File: config.mk
export PLATFORM = sky130hd
export DESIGN_NAME = deconvolution
export DESIGN_NICKNAME = d
export VERILOG_FILES = /design/src/rtl/mathv_pkg.sv /design/src/rtl/serial_divider.sv /design/src/rtl/deconvolution.sv
export SDC_FILE = /design/constraint.sdc
export NUM_CORES = 1
export LEC_CHECK = 0
export CAP_MARGIN = 20
export CORE_ASPECT_RATIO = 1.5
export CORE_MARGIN = 2
export CORE_UTILIZATION = 40
export DETAILED_ROUTE_END_ITERATION = 8
export HOLD_SLACK_MARGIN = 0.02
export PLACE_DENSITY = 0.61
export SLEW_MARGIN = 20
export SYNTH_ARGS = -nofsm -noshare
export SYNTH_HDL_FRONTEND = slang
export SYNTH_SLANG_ARGS = --single-unit
File: constraint.sdc
create_clock -name clk -period 17.7 [get_ports clk]
set_input_delay 4.425 -clock clk [delete_from_list [all_inputs] [get_ports clk]]
set_output_delay 4.425 -clock clk [all_outputs]
set_load 0.05 [all_outputs]
File: src/rtl/mathv_pkg.sv
// Shared math-library definitions: deconvolution FSM states, width helpers
// and saturation limits for signed XW-bit samples.
package mathv_pkg;

    typedef enum logic [2:0] {
        IDLE,
        LATCH,
        MAC,
        DIV,
        STORE,
        FINISH
    } deconv_state_t;

    // Full-precision width of a lag-sum of n products of two xw-bit samples.
    function automatic int yw_of(input int n, input int xw);
        return 2 * xw + $clog2(n);
    endfunction

    // Two guard bits so y minus the running product sum never wraps.
    function automatic int aw_of(input int yw);
        return yw + 2;
    endfunction

    function automatic int xmax_of(input int xw);
        return (1 << (xw - 1)) - 1;
    endfunction

    function automatic int xmin_of(input int xw);
        return -(1 << (xw - 1));
    endfunction

endpackage

File: src/rtl/serial_divider.sv
// Unsigned restoring divider: one quotient bit per cycle, fixed AW-cycle
// latency; done is high during the cycle whose edge retires the last bit.
module serial_divider #(
    parameter int AW = 21
) (
    input  logic          clk,
    input  logic          reset,
    input  logic          start,
    input  logic [AW-1:0] dividend,
    input  logic [AW-1:0] divisor,
    output logic          busy,
    output logic          done,
    output logic [AW-1:0] quotient,
    output logic [AW-1:0] remainder
);

    localparam int CW = $clog2(AW + 1);

    logic [AW-1:0] rem_reg;
    logic [AW-1:0] quo_reg;
    logic [AW-1:0] dvs_reg;
    logic [CW-1:0] cnt_reg;
    logic          busy_reg;

    logic [AW:0]   shifted;
    logic [AW:0]   trial;
    logic [AW-1:0] rem_next;
    logic          q_bit;

    // quo_reg starts as the dividend and fills with quotient bits from the LSB.
    always_comb begin
        shifted  = {rem_reg, quo_reg[AW-1]};
        trial    = shifted - {1'b0, dvs_reg};
        q_bit    = ~trial[AW];
        rem_next = q_bit ? trial[AW-1:0] : shifted[AW-1:0];
    end

    always_ff @(posedge clk or posedge reset) begin
        if (reset) begin
            rem_reg  <= '0;
            quo_reg  <= '0;
            dvs_reg  <= '0;
            cnt_reg  <= '0;
            busy_reg <= 1'b0;
        end else if (start) begin
            rem_reg  <= '0;
            quo_reg  <= dividend;
            dvs_reg  <= divisor;
            cnt_reg  <= CW'(AW);
            busy_reg <= 1'b1;
        end else if (busy_reg) begin
            rem_reg <= rem_next;
            quo_reg <= {quo_reg[AW-2:0], q_bit};
            cnt_reg <= cnt_reg - CW'(1);
            if (cnt_reg == CW'(1)) begin
                busy_reg <= 1'b0;
            end
        end
    end

    assign busy      = busy_reg;
    assign done      = busy_reg && (cnt_reg == CW'(1));
    assign quotient  = quo_reg;
    assign remainder = rem_reg;

endmodule

File: src/rtl/deconvolution.sv
// Sequential deconvolution: recovers x from y = h * x (truncated to N samples)
// with one MAC per cycle followed by a serial divide by h[0] per sample.
module deconvolution
    import mathv_pkg::*;
#(
    parameter int N  = 8,
    parameter int XW = 8,
    parameter int YW = yw_of(N, XW),
    parameter int AW = aw_of(YW)
) (
    input  logic            clk,
    input  logic            reset,
    input  logic            start,
    input  logic [N*YW-1:0] y_in,
    input  logic [N*XW-1:0] h_in,
    output logic            busy,
    output logic            done,
    output logic [N*XW-1:0] x_out,
    output logic            err_div0,
    output logic            err_inexact,
    output logic            err_ovf
);

    localparam int NW = (N > 1) ? $clog2(N) : 1;
    localparam logic [AW-1:0]        POS_LIM = AW'(xmax_of(XW));
    localparam logic [AW-1:0]        NEG_LIM = AW'(-xmin_of(XW));
    localparam logic signed [XW-1:0] XMAX_V  = XW'(xmax_of(XW));
    localparam logic signed [XW-1:0] XMIN_V  = XW'(xmin_of(XW));

    deconv_state_t state_reg, state_next;

    logic signed [YW-1:0] y_arr [N];
    logic signed [XW-1:0] h_arr [N];
    logic signed [YW-1:0] y_reg [N];
    logic signed [XW-1:0] h_reg [N];
    logic signed [XW-1:0] x_reg [N];
    logic signed [AW-1:0] acc_reg;
    logic [NW-1:0]        n_reg;
    logic [NW-1:0]        k_reg;
    logic                 done_reg;
    logic                 err_div0_reg;
    logic                 err_inexact_reg;
    logic                 err_ovf_reg;

    genvar gi;
    generate
        for (gi = 0; gi < N; gi++) begin : g_io
            assign y_arr[gi]              = y_in[gi*YW +: YW];
            assign h_arr[gi]              = h_in[gi*XW +: XW];
            assign x_out[gi*XW +: XW]     = x_reg[gi];
        end
    endgenerate

    logic [NW-1:0]          n_inc;
    logic [NW-1:0]          x_idx;
    logic signed [AW-1:0]   y0_ext;
    logic signed [AW-1:0]   y_next_ext;
    logic signed [2*XW-1:0] mac_prod;
    logic signed [AW-1:0]   mac_acc;
    logic signed [AW-1:0]   load_acc;
    logic                   h0_zero;
    logic [XW-1:0]          h0_abs;

    assign n_inc      = n_reg + NW'(1);
    assign x_idx      = n_reg - k_reg;
    assign y0_ext     = {{(AW-YW){y_reg[0][YW-1]}}, y_reg[0]};
    assign y_next_ext = {{(AW-YW){y_reg[n_inc][YW-1]}}, y_reg[n_inc]};
    assign mac_prod   = h_reg[k_reg] * x_reg[x_idx];
    assign mac_acc    = acc_reg - {{(AW-2*XW){mac_prod[2*XW-1]}}, mac_prod};
    assign h0_zero    = (h_reg[0] == '0);
    assign h0_abs     = h_reg[0][XW-1] ? XW'(-h_reg[0]) : h_reg[0];

    // The divider loads on the edge that enters DIV, so it sees the final
    // accumulator value (y[0] from LATCH, or the last MAC result).
    assign load_acc = (state_reg == LATCH) ? y0_ext : mac_acc;

    logic          div_start;
    logic          div_busy;
    logic          div_done;
    logic [AW-1:0] div_dividend;
    logic [AW-1:0] div_divisor;
    logic [AW-1:0] div_quotient;
    logic [AW-1:0] div_remainder;

    assign div_dividend = load_acc[AW-1] ? AW'(-load_acc) : load_acc;
    assign div_divisor  = {{(AW-XW){1'b0}}, h0_abs};

    serial_divider #(.AW(AW)) u_div (
        .clk       (clk),
        .reset     (reset),
        .start     (div_start),
        .dividend  (div_dividend),
        .divisor   (div_divisor),
        .busy      (div_busy),
        .done      (div_done),
        .quotient  (div_quotient),
        .remainder (div_remainder)
    );

    // Re-apply the sign to the magnitude quotient and clamp into XW bits.
    logic                 q_neg;
    logic signed [XW-1:0] store_val;
    logic                 store_ovf;

    assign q_neg = acc_reg[AW-1] ^ h_reg[0][XW-1];

    always_comb begin
        store_ovf = 1'b0;
        store_val = q_neg ? XW'(-div_quotient[XW-1:0]) : div_quotient[XW-1:0];
        if (!q_neg && (div_quotient > POS_LIM)) begin
            store_val = XMAX_V;
            store_ovf = 1'b1;
        end else if (q_neg && (div_quotient > NEG_LIM)) begin
            store_val = XMIN_V;
            store_ovf = 1'b1;
        end
    end

    always_comb begin
        state_next = state_reg;
        div_start  = 1'b0;
        case (state_reg)
            IDLE:   if (start) state_next = LATCH;
            LATCH: begin
                if (h0_zero) begin
                    state_next = FINISH;
                end else begin
                    state_next = DIV;
                    div_start  = ~div_busy;
                end
            end
            MAC: begin
                if (k_reg == n_reg) begin
                    state_next = DIV;
                    div_start  = ~div_busy;
                end
            end
            DIV:    if (div_done) state_next = STORE;
            STORE:  state_next = (n_reg == NW'(N - 1)) ? FINISH : MAC;
            FINISH: state_next = IDLE;
            default: state_next = IDLE;
        endcase
    end

    always_ff @(posedge clk or posedge reset) begin
        if (reset) begin
            state_reg       <= IDLE;
            for (int i = 0; i < N; i++) begin
                y_reg[i] <= '0;
                h_reg[i] <= '0;
                x_reg[i] <= '0;
            end
            acc_reg         <= '0;
            n_reg           <= '0;
            k_reg           <= '0;
            done_reg        <= 1'b0;
            err_div0_reg    <= 1'b0;
            err_inexact_reg <= 1'b0;
            err_ovf_reg     <= 1'b0;
        end else begin
            state_reg <= state_next;
            done_reg  <= (state_reg == FINISH);
            case (state_reg)
                IDLE: begin
                    if (start) begin
                        for (int i = 0; i < N; i++) begin
                            y_reg[i] <= y_arr[i];
                            h_reg[i] <= h_arr[i];
                            x_reg[i] <= '0;
                        end
                        n_reg           <= '0;
                        k_reg           <= NW'(1);
                        err_div0_reg    <= 1'b0;
                        err_inexact_reg <= 1'b0;
                        err_ovf_reg     <= 1'b0;
                    end
                end
                LATCH: begin
                    if (h0_zero) begin
                        err_div0_reg <= 1'b1;
                    end else begin
                        acc_reg <= y0_ext;
                    end
                end
                MAC: begin
                    acc_reg <= mac_acc;
                    k_reg   <= k_reg + NW'(1);
                end
                STORE: begin
                    x_reg[n_reg] <= store_val;
                    if (div_remainder != '0) err_inexact_reg <= 1'b1;
                    if (store_ovf) err_ovf_reg <= 1'b1;
                    if (n_reg != NW'(N - 1)) begin
                        n_reg   <= n_inc;
                        k_reg   <= NW'(1);
                        acc_reg <= y_next_ext;
                    end
                end
                default: ;
            endcase
        end
    end

    assign busy        = (state_reg == LATCH) || (state_reg == MAC) ||
                         (state_reg == DIV)   || (state_reg == STORE);
    assign done        = done_reg;
    assign err_div0    = err_div0_reg;
    assign err_inexact = err_inexact_reg;
    assign err_ovf     = err_ovf_reg;

endmodule

==> impl_metrics.csv, run 1 <==
group,metric,value,unit
power_and_ir_drop,powerDensity,209,nW/µm²
clock_tree,clk_path_buf_depth,3,
sta,period_share,62.1,%
placement,gp_congestion,0.913,
routing,drt_first_iter_violations,1201,
clock_tree,cts.sinks,370,
die,die_area,56900,µm²
die,die_w,195,µm
yosys,ys_async_sr_fraction,100,%
clock_tree,cts_buffers,38,
global_routing,grt.overflow.total,0,
clock_tree,cts_max_level,2,
power_and_ir_drop,total_leakage_power,0.0126,µW
worst_setup_path,critPathCaptureType,"flip-flop",
worst_setup_path,cpPeakStageDelay,0.97,ns
worst_setup_path,critPathRequiredTime,18.13,ns
global_routing,use_met1,30.2,%
clock_tree,clk_latency,0.55,ns
placement,port_buffers,287,
global_routing,met3_usage,2.79,%
die,io_pins,288,
sta,finalSetupTns,0,ns
yosys,synth_edf_count,0,
sta,rsz0062_at_grt,"false",
worst_setup_path,path_class,"reg -> reg",
die,fp.coreArea,54500,µm²
sta,period_needed,10.99,ns
worst_setup_path,cp_max_fo,19,
yosys,ys_top_cells_by_area,"dfrtp_1, nand2_1, mux4_2",
worst_setup_path,cp-start-kind,"flip-flop",
placement,place_hpwl,49.7,mm
global_routing,antenna_found_initial,2,
global_routing,globalRoute.busiestLayer,"met2",
global_routing,grt_pass1_vias,18700,
power_and_ir_drop,finalPower,5630,µW
clock_tree,ctsHoldBuffers,0,
placement,postPlaceCellArea,25500,µm²
power_and_ir_drop,ir_worst_vdd,0.103,mV
run,maxCapViolations,0,
global_routing,grt_pass1_wl,106,mm
yosys,ys_types,82,
final_layout,areaGrowthSynthToFinish,22.1,%
routing,vias,18100,
worst_setup_path,reg2reg_to,"u_div.quotient[12]",
worst_setup_path,r2r_cells,33,
yosys,yosysSeqAreaShare,42.1,%
routing,ant_nets,0,
worst_setup_path,critPathSlowestCell,"dfrtp_1",
yosys,netlist_area,22000,µm²
yosys,yosysTopAreaCell,"dfrtp_1",
worst_hold_path,holdPathStages,2,
sta,final-max-slew-violation-count,0,
routing,postRouteWirelength,66.5,mm
die,core.rowCount,105,
yosys,syn_nets,2772,
routing,viasPerCell,5.36,
worst_hold_path,hold-path-endpoint,"y_reg[13]",
routing,first_pass_iters,6,
sta,fin_worst_skew,0.0127,ns
yosys,ys_warn_count,0,
final_layout,final_area,26900,µm²
sta,worst_pin_slew,1.12,ns
sta,slew_headroom,23.2,%
clock_tree,cts.repair.resized,0,
die,die_h,291,µm
die,initial_utilization,40.4,%
final_layout,drive_gt1_share,8.16,%
sta,fmax,91.0,MHz
yosys,synth_ff_type,"dfrtp_1",
routing,wire_per_inst,19.7,µm
worst_setup_path,r2r_start,"k_reg[1]",
sta,timing.final.ws_setup,6.71,ns
worst_hold_path,worstHoldStart,"y_reg[13]",
global_routing,grt_use_total,23.6,%
sta,finalHoldViolCount,0,
worst_setup_path,worst_ep_arrival_time,11.42,ns
worst_hold_path,worstHoldPathType,"reg -> reg",
outcome,outcome,"finished clean",
clock_tree,path_clk_slew,0.06,ns
clock_tree,root_buffer,"clkbuf_16",
worst_setup_path,cpMostUsedCell,"inv_1",
worst_setup_path,r2r_slack,6.71,ns
final_layout,post-route-util,49.3,%
clock_tree,cts_tree,"built",
yosys,synth_cells,2431,
placement,dp_slack,6.71,ns
global_routing,grtUsageMet2,40.3,%
yosys,ys_ff_latch,370,
clock_tree,post-cts-setup-buffers,0,
global_routing,grt_max_degree,159,
yosys,synth.top_cell.area_share,42.1,%
final_layout,final_nets,2996,
final_layout,largest_reg_flops,133,
routing,drc,0,
yosys,syn_avg_cell_area,9.05,µm²
sta,finalSetupViolCount,0,
cell type report:
type / instances / area [µm²]
clock buffers: 54 / 1090
repair buffers: 309 / 3060
flip-flops and latches: 370 / 9260
fillers: 5099 / 27700
clock inverters: 14 / 274
diodes: 2 / 5.00
well taps: 695 / 870
multi-input cells: 1802 / 11800
inverters: 134 / 510
synthesized netlist by cell type (5+ instances only):
cell	n
nand2_1	832
dfrtp_1	370
inv_1	134
nor2_1	116
clkbuf_1	110
o21ai_0	99
nand3_1	80
mux4_2	70
ha_1	63
a21oi_1	62
fa_1	59
xnor2_1	58
mux2i_1	51
nor3_1	37
xor2_1	23
mux2_2	21
or2_2	16
nand2b_1	14
a21o_1	12
a22o_1	12
and3_1	12
buf_1	12
nor2b_1	12
or3_1	11
a31oi_1	9
nor4_1	9
a222oi_1	8
o21ai_1	8
a211oi_1	7
o21a_1	7
a21boi_0	5
a221o_1	5
and2_1	5
nand4_1	5
nor3b_1	5
o31ai_1	5
power breakdown:
part	internal (µW)	switching [µW]	leakage [µW]
sequential	1200	305	0.00466
combinational	1290	1950	0.00731
clock	535	353	0.000664
layer usage:
layer / up-vias / part of all wire (%)
met5: - / 0
met4: 0 / 4.7
met3: 138 / 4.9
met2: 579 / 49
met1: 8867 / 41
li1: 8545 / -
through the flow:
step | cells | hold slack [ns]
after CTS | 3378 | 0.472
after global routing | 3380 | 0.489
after detailed placement | 3310 | 0.457
after floorplan | 2431 | 0.440
after global placement | 3309 | 0.453
final | 3380 | 0.470
logic make-up after synthesis:
family                     Yosys count  synth area share, %
and+or+nand+nor                   1171                 22.1
DFF                                370                 42.1
AOI/OAI and AO/OA                  283                 8.31
buffers and inverters              259                 4.48
muxes                              144                 10.7
adders and majority gates          122                 8.95
xor gates and xnor gates            82                 3.33
critical path, delay by kind of cell, from the launching register on:
kind | cells | cell delay (ns)
buffers and inverters | 8 | 0.78
AO/OA/AOI/OAI | 7 | 1.50
multiplexers | 3 | 1.24
adder cells (fa/ha/maj) | 7 | 3.39
AND/OR/NAND/NOR | 6 | 2.01
XOR/XNOR | 2 | 0.98
flip-flops | 1 | 0.97
cell usage in the layout (no fill, tap or decap), drive strengths merged, types with 13 or more instances in the layout:
master / instances
inv: 135
o21ai: 107
mux2: 22
nand2b: 14
mux4: 70
and3: 13
xor2: 23
dfrtp: 370
mux2i: 52
xnor2: 58
or2: 18
nand3: 81
fa: 59
clkdlybuf4s50: 287
clkbuf: 54
ha: 63
nor2: 117
nand2: 832
a21oi: 63
buf: 22
nor3: 37
how the worst max path moves through the flow:
stage | slack [ns] | endpoint | from | depth (start not counted)
after floorplan | 3.00 | acc_reg[0] | reset | 1
after detailed placement | 6.71 | u_div.quotient[12] | k_reg[1] | 33
after global placement | 6.98 | u_div.quotient[12] | k_reg[1] | 33
after global routing | 6.08 | u_div.quotient[14] | k_reg[1] | 33
final | 6.71 | u_div.quotient[12] | k_reg[1] | 33
after CTS | 6.69 | u_div.quotient[12] | k_reg[1] | 33
No activity file was read; power rests on OpenSTA's default activity.
==> inputs of run 2 (changes only) <==
- PLACE_DENSITY: 0.61 -> 0.63
- clock period: 17.7 -> 9 ns (I/O delays scaled with it)
==> run 2 against run 1 <==
Net effect: non-clock buffer count rose by 49; first-iteration DRC count decreased by 6.0%; core utilization increased by 0.87 points; hold slack improved by 0.0019 ns; die area stayed put; global-route usage decreased by 0.18 points; largest cell class unchanged; flip-flop and latch count is the same; design area rose by 1.8%; largest power group unchanged; total power up 100%; fmax is 27% higher.
==> impl_metrics.csv, run 2 (same netlist as run 1, synthesis figures left out) <==
group,metric,value,unit
routing,postRouteWirelength,66.0,mm
final_layout,multi_input_area,12000,µm²
global_routing,antenna_found_initial,2,
final_layout,drive_gt1_share,10.8,%
die,initial_utilization,40.4,%
placement,dp_slack,0.0269,ns
final_layout,final_area,27300,µm²
die,die_area,56900,µm²
worst_setup_path,path_class,"reg -> reg",
worst_hold_path,worstHoldPathType,"reg -> reg",
routing,viasPerCell,5.35,
die,core.rowCount,105,
routing,ant_nets,0,
die,die_w,195,µm
worst_setup_path,critPathSlowestCell,"fa_1",
worst_setup_path,cp-start-kind,"flip-flop",
worst_setup_path,cpPeakStageDelay,0.53,ns
final_layout,areaGrowthSynthToFinish,24.3,%
sta,slew_headroom,27.2,%
clock_tree,clk_latency,0.56,ns
worst_setup_path,critPathCaptureType,"flip-flop",
run,maxCapViolations,0,
final_layout,layout_common_cells,"nand2_1, dfrtp_1, clkdlybuf4s50_1",
sta,finalHoldViolCount,0,
sta,worst_pin_slew,1.09,ns
power_and_ir_drop,powerDensity,415,nW/µm²
final_layout,seq_area,9260,µm²
die,die_h,291,µm
final_layout,largest_reg_flops,133,
global_routing,grt_pass1_vias,19000,
sta,fin_worst_skew,0.0186,ns
clock_tree,root_buffer,"clkbuf_16",
routing,vias,18300,
sta,finalSetupViolCount,0,
die,io_pins,288,
global_routing,grt_pass1_wl,106,mm
clock_tree,cts_max_level,2,
global_routing,grt_max_degree,214,
final_layout,fillers,5094,
clock_tree,cts.sinks,370,
global_routing,grt_use_total,23.4,%
die,fp.coreArea,54500,µm²
clock_tree,ctsHoldBuffers,0,
placement,postPlaceCellArea,25900,µm²
power_and_ir_drop,finalPower,11300,µW
placement,gp_congestion,0.914,
power_and_ir_drop,ir_worst_vdd,0.237,mV
routing,drt_first_iter_violations,1129,
sta,period_needed,8.67,ns
worst_setup_path,cpMostUsedCell,"ha_1",
routing,wire_per_inst,19.3,µm
global_routing,grt.overflow.total,0,
clock_tree,cts_buffers,38,
worst_setup_path,worst_ep_arrival_time,9.14,ns
routing,drc,0,
worst_setup_path,critPathRequiredTime,9.47,ns
final_layout,layout_commonest_cell,"nand2_1",
sta,finalSetupTns,0,ns
placement,place_hpwl,49.7,mm
sta,hold_ws,0.472,ns
sta,timing.final.ws_setup,0.326,ns
placement,port_buffers,287,
clock_tree,clk_path_buf_depth,3,
power_and_ir_drop,total_leakage_power,0.0128,µW
sta,final-max-slew-violation-count,0,
clock_tree,path_clk_slew,0.06,ns
sta,period_share,96.4,%
clock_tree,cts_tree,"built",
outcome,outcome,"finished clean",
final_layout,final_nets,3045,
sta,fmax,115,MHz
routing,first_pass_iters,6,
worst_setup_path,cp_max_fo,8,
## run 2: stage by stage
| stage | utilization (%) | std cells |
|---|---|---|
| finish | 50.1 | 3426 |
| detailed placement | 47.5 | 3352 |
| global placement | 47.5 | 3352 |
| global route | 50.1 | 3426 |
| CTS | 49.8 | 3417 |
| floorplan | - | 2431 |
## run 2: metal layers
metal	GRT usage [%]	share of wire, %	routed length, µm
met1	29.1	41	26800
met2	41.9	52	34500
met3	2.63	4.1	2740
met4	8.36	3.1	2080
met5	0	0	0
## run 2: layout make-up
class / instances / area share (%)
Antenna cell: 2 / 0.0183
Clock buffer: 54 / 4.18
Clock inverter: 11 / 0.307
Inverter: 134 / 1.85
Multi-Input combinational cell: 1802 / 43.8
Sequential cell: 370 / 33.9
Tap cell: 695 / 3.18
Timing Repair Buffer: 358 / 12.8
## run 2: what timing repair did
action | 4_1_cts | 5_1_grt
endpoints found under the setup margin | 0 | 20
buffers inserted | 0 | 6
resized for setup | 0 | 27
endpoints found under the hold margin | 0 | 0
## run 2: path summary, 6_finish.rpt
check	start	end	slack (ns)	cells past startpoint
min in group asynchronous	reset	y_reg[131]	2.10	2
worst max-delay path	n_reg[0]	u_div.quotient[20]	0.33	36
worst min-delay path	y_reg[17]	y_reg[17]	0.47	2
worst max register to register	n_reg[0]	u_div.quotient[20]	0.33	36
worst min register to register	y_reg[17]	y_reg[17]	0.47	2
max in group asynchronous	reset	u_div.busy	5.14	4
## run 2: critical path: cells and delay by family (launching register included)
family                   cells  cell delay (ns)
adder cells (fa/ha/maj)      9             2.97
AO/OA/AOI/OAI               11             2.00
AND/OR/NAND/NOR              4             1.02
multiplexers                 3             0.95
buffers and inverters        6             0.62
XOR/XNOR                     3             0.56
flip-flops                   1             0.47
## run 2: power by group
part / internal [µW] / total (µW) / switching (µW)
registers: 2360 / 2900 / 541
clock network: 889 / 1580 / 695
logic: 2900 / 6860 / 3960
==> inputs of run 3 (changes only) <==
- CELL_PAD_IN_SITES_DETAIL_PLACEMENT: not set -> 1
- CELL_PAD_IN_SITES_GLOBAL_PLACEMENT: not set -> 2
- CORE_UTILIZATION: 40 -> 35
- PLACE_DENSITY: 0.63 -> 0.82
- SETUP_SLACK_MARGIN: not set -> 0.3
- clock period: 9 -> 8.5 ns (I/O delays scaled with it)
==> run 3 against run 2 <==
Net effect: the run now ends with setup timing left; critical path type unchanged; flip-flop and latch count stayed put; hold slack worse by 0.0039 ns; critical path depth rose by 2; global-route usage hardly changed; clock skew is 0.020 ns higher; via count grew 2.5%; clock power is 17% higher; largest cell class unchanged; cell count rose by 4.6%; setup slack got worse by 0.35 ns; die area rose by 14%; non-clock buffer count up 49; critical endpoint is now u_div.quotient[8].
==> impl_metrics.csv, run 3 (same netlist as run 1, synthesis figures left out) <==
group,metric,value,unit
outcome,outcome,"complete, but fails checks",
outcome,violations,"setup timing",
routing,drc,0,
clock_tree,cts_buffers,41,
clock_tree,clk_latency,0.58,ns
clock_tree,path_clk_slew,0.06,ns
worst_setup_path,worst_ep_arrival_time,8.96,ns
placement,port_buffers,287,
clock_tree,cts_tree,"built",
clock_tree,cts_max_level,2,
clock_tree,ctsHoldBuffers,0,
sta,timing.final.ws_setup,-0.0256,ns
sta,final-max-slew-violation-count,0,
final_layout,areaGrowthSynthToFinish,30.0,%
die,initial_utilization,35.4,%
die,core.rowCount,112,
die,fp.coreArea,62200,µm²
global_routing,grt_pass1_wl,120,mm
sta,hold_ws,0.468,ns
routing,vias,18800,
worst_setup_path,r2r_start,"n_reg[0]",
power_and_ir_drop,powerDensity,463,nW/µm²
routing,postRouteWirelength,75.7,mm
routing,viasPerCell,5.24,
sta,period_needed,8.53,ns
global_routing,grt_pass1_vias,20700,
die,die_w,209,µm
clock_tree,clk_path_buf_depth,3,
sta,fmax,117,MHz
routing,first_pass_iters,7,
sta,worst_pin_slew,1.06,ns
sta,period_share,100,%
die,die_area,64900,µm²
run,maxCapViolations,0,
final_layout,largest_reg_flops,133,
global_routing,grt.overflow.total,0,
worst_hold_path,worstHoldStart,"y_reg[97]",
final_layout,fillers,7115,
worst_setup_path,r2r_slack,-0.03,ns
die,io_pins,288,
worst_hold_path,hold-path-endpoint,"y_reg[97]",
die,die_h,311,µm
worst_setup_path,critPathRequiredTime,8.93,ns
sta,finalSetupViolCount,4,
sta,finalHoldViolCount,0,
routing,wire_per_inst,21.1,µm
global_routing,antenna_found_initial,0,
final_layout,layout_common_cells,"nand2_1, dfrtp_1, clkdlybuf4s50_1",
worst_hold_path,worstHoldPathType,"reg -> reg",
worst_setup_path,critPathSlowestCell,"mux4_2",
placement,place_hpwl,56.4,mm
worst_setup_path,cp-start-kind,"flip-flop",
final_layout,multi_input_area,12400,µm²
final_layout,seq_area,9260,µm²
final_layout,layout_commonest_cell,"nand2_1",
routing,drt_first_iter_violations,1108,
power_and_ir_drop,ir_worst_vdd,0.208,mV
final_layout,drive_gt1_share,15.6,%
global_routing,grt_max_degree,223,
placement,gp_congestion,0.898,
worst_hold_path,holdPathStages,2,
clock_tree,root_buffer,"clkbuf_16",
global_routing,grt_use_total,23.4,%
worst_setup_path,cp_max_fo,7,
sta,rsz0062_at_grt,"true",
worst_setup_path,cpPeakStageDelay,0.53,ns
worst_setup_path,critPathCaptureType,"flip-flop",
sta,finalSetupTns,-0.0396,ns
final_layout,final_nets,3097,
worst_setup_path,r2r_cells,38,
placement,dp_slack,-0.146,ns
sta,slew_headroom,29.6,%
final_layout,diodes,0,
worst_setup_path,reg2reg_to,"u_div.quotient[8]",
worst_setup_path,path_class,"reg -> reg",
sta,fin_worst_skew,0.0383,ns
routing,ant_nets,0,
power_and_ir_drop,total_leakage_power,0.0133,µW
clock_tree,cts.sinks,370,
-- run 3: cell types whose count changed in the layout (fill, tap and decap cells not counted), moves of 10 or more --
cell,change
buf_4,+32
buf_6,+10
ha_1,-11
inv_1,-16
inv_2,+12
nor2_1,-11
o21ai_0,-14
o21ai_1,+13
-- run 3: how the worst max path moves through the flow --
| stage | start | end | slack [ns] | cells past startpoint |
|---|---|---|---|---|
| after floorplan | n_reg[0] | u_div.quotient[5] | 0.08 | 34 |
| after global placement | n_reg[0] | u_div.quotient[20] | -0.08 | 30 |
| after detailed placement | n_reg[0] | u_div.quotient[5] | -0.15 | 35 |
| after CTS | n_reg[0] | u_div.quotient[20] | 0.06 | 31 |
| after global routing | n_reg[0] | u_div.quotient[8] | -0.31 | 38 |
| final | n_reg[0] | u_div.quotient[8] | -0.03 | 38 |
-- run 3: worst max-delay path, delay by kind of cell, from the launching register on --
family                   cells  cell delay (ns)
AO/OA/AOI/OAI                6             1.25
AND/OR/NAND/NOR              6             1.21
XOR/XNOR                     2             0.36
buffers and inverters       13             1.03
adder cells (fa/ha/maj)      8             2.93
multiplexers                 3             1.06
flip-flops                   1             0.51
-- run 3: report_power, final --
group | internal (µW) | total (µW) | switching, µW
sequential | 2500 | 3120 | 617
clock | 1070 | 1850 | 781
combinational | 3610 | 8270 | 4670
total | 7180 | 13200 | 6060
-- run 3: timing repair --
item                       4_1_cts  5_1_grt
setup endpoints to repair       20       25
gates cloned                     0        1
buffers inserted                29       11
pin swaps                       30       27
gates resized for setup         45       55
-- run 3: through the flow --
step	instance area (µm²)	total power, µW	instances	utilization [%]
global placement	26400	10400	3470	42.5
detailed placement	26400	10700	3470	42.5
floorplan	22400	8090	2431	-
finish	28600	13200	3585	46.0
CTS	28300	13000	3573	45.5
global route	28600	14200	3585	46.0
-- run 3: layer usage --
metal  global-route usage [%]  vias to the layer above  wire length [µm]
met5                        0                        -                 0
met4                     8.86                        0              3100
met3                     2.80                      145              2650
met2                     42.3                      447             39000
met1                     28.5                     9466             31000
li1                         -                     8733                 -
-- run 3: cell type report --
type                       instances  area share (%)
tap                              798            3.49
clock inverter                    15           0.446
multi-input combinational       1802            43.5
sequential                       370            32.4
timing repair buffer             407            13.9
inverter                         134            1.82
clock buffer                      59            4.43
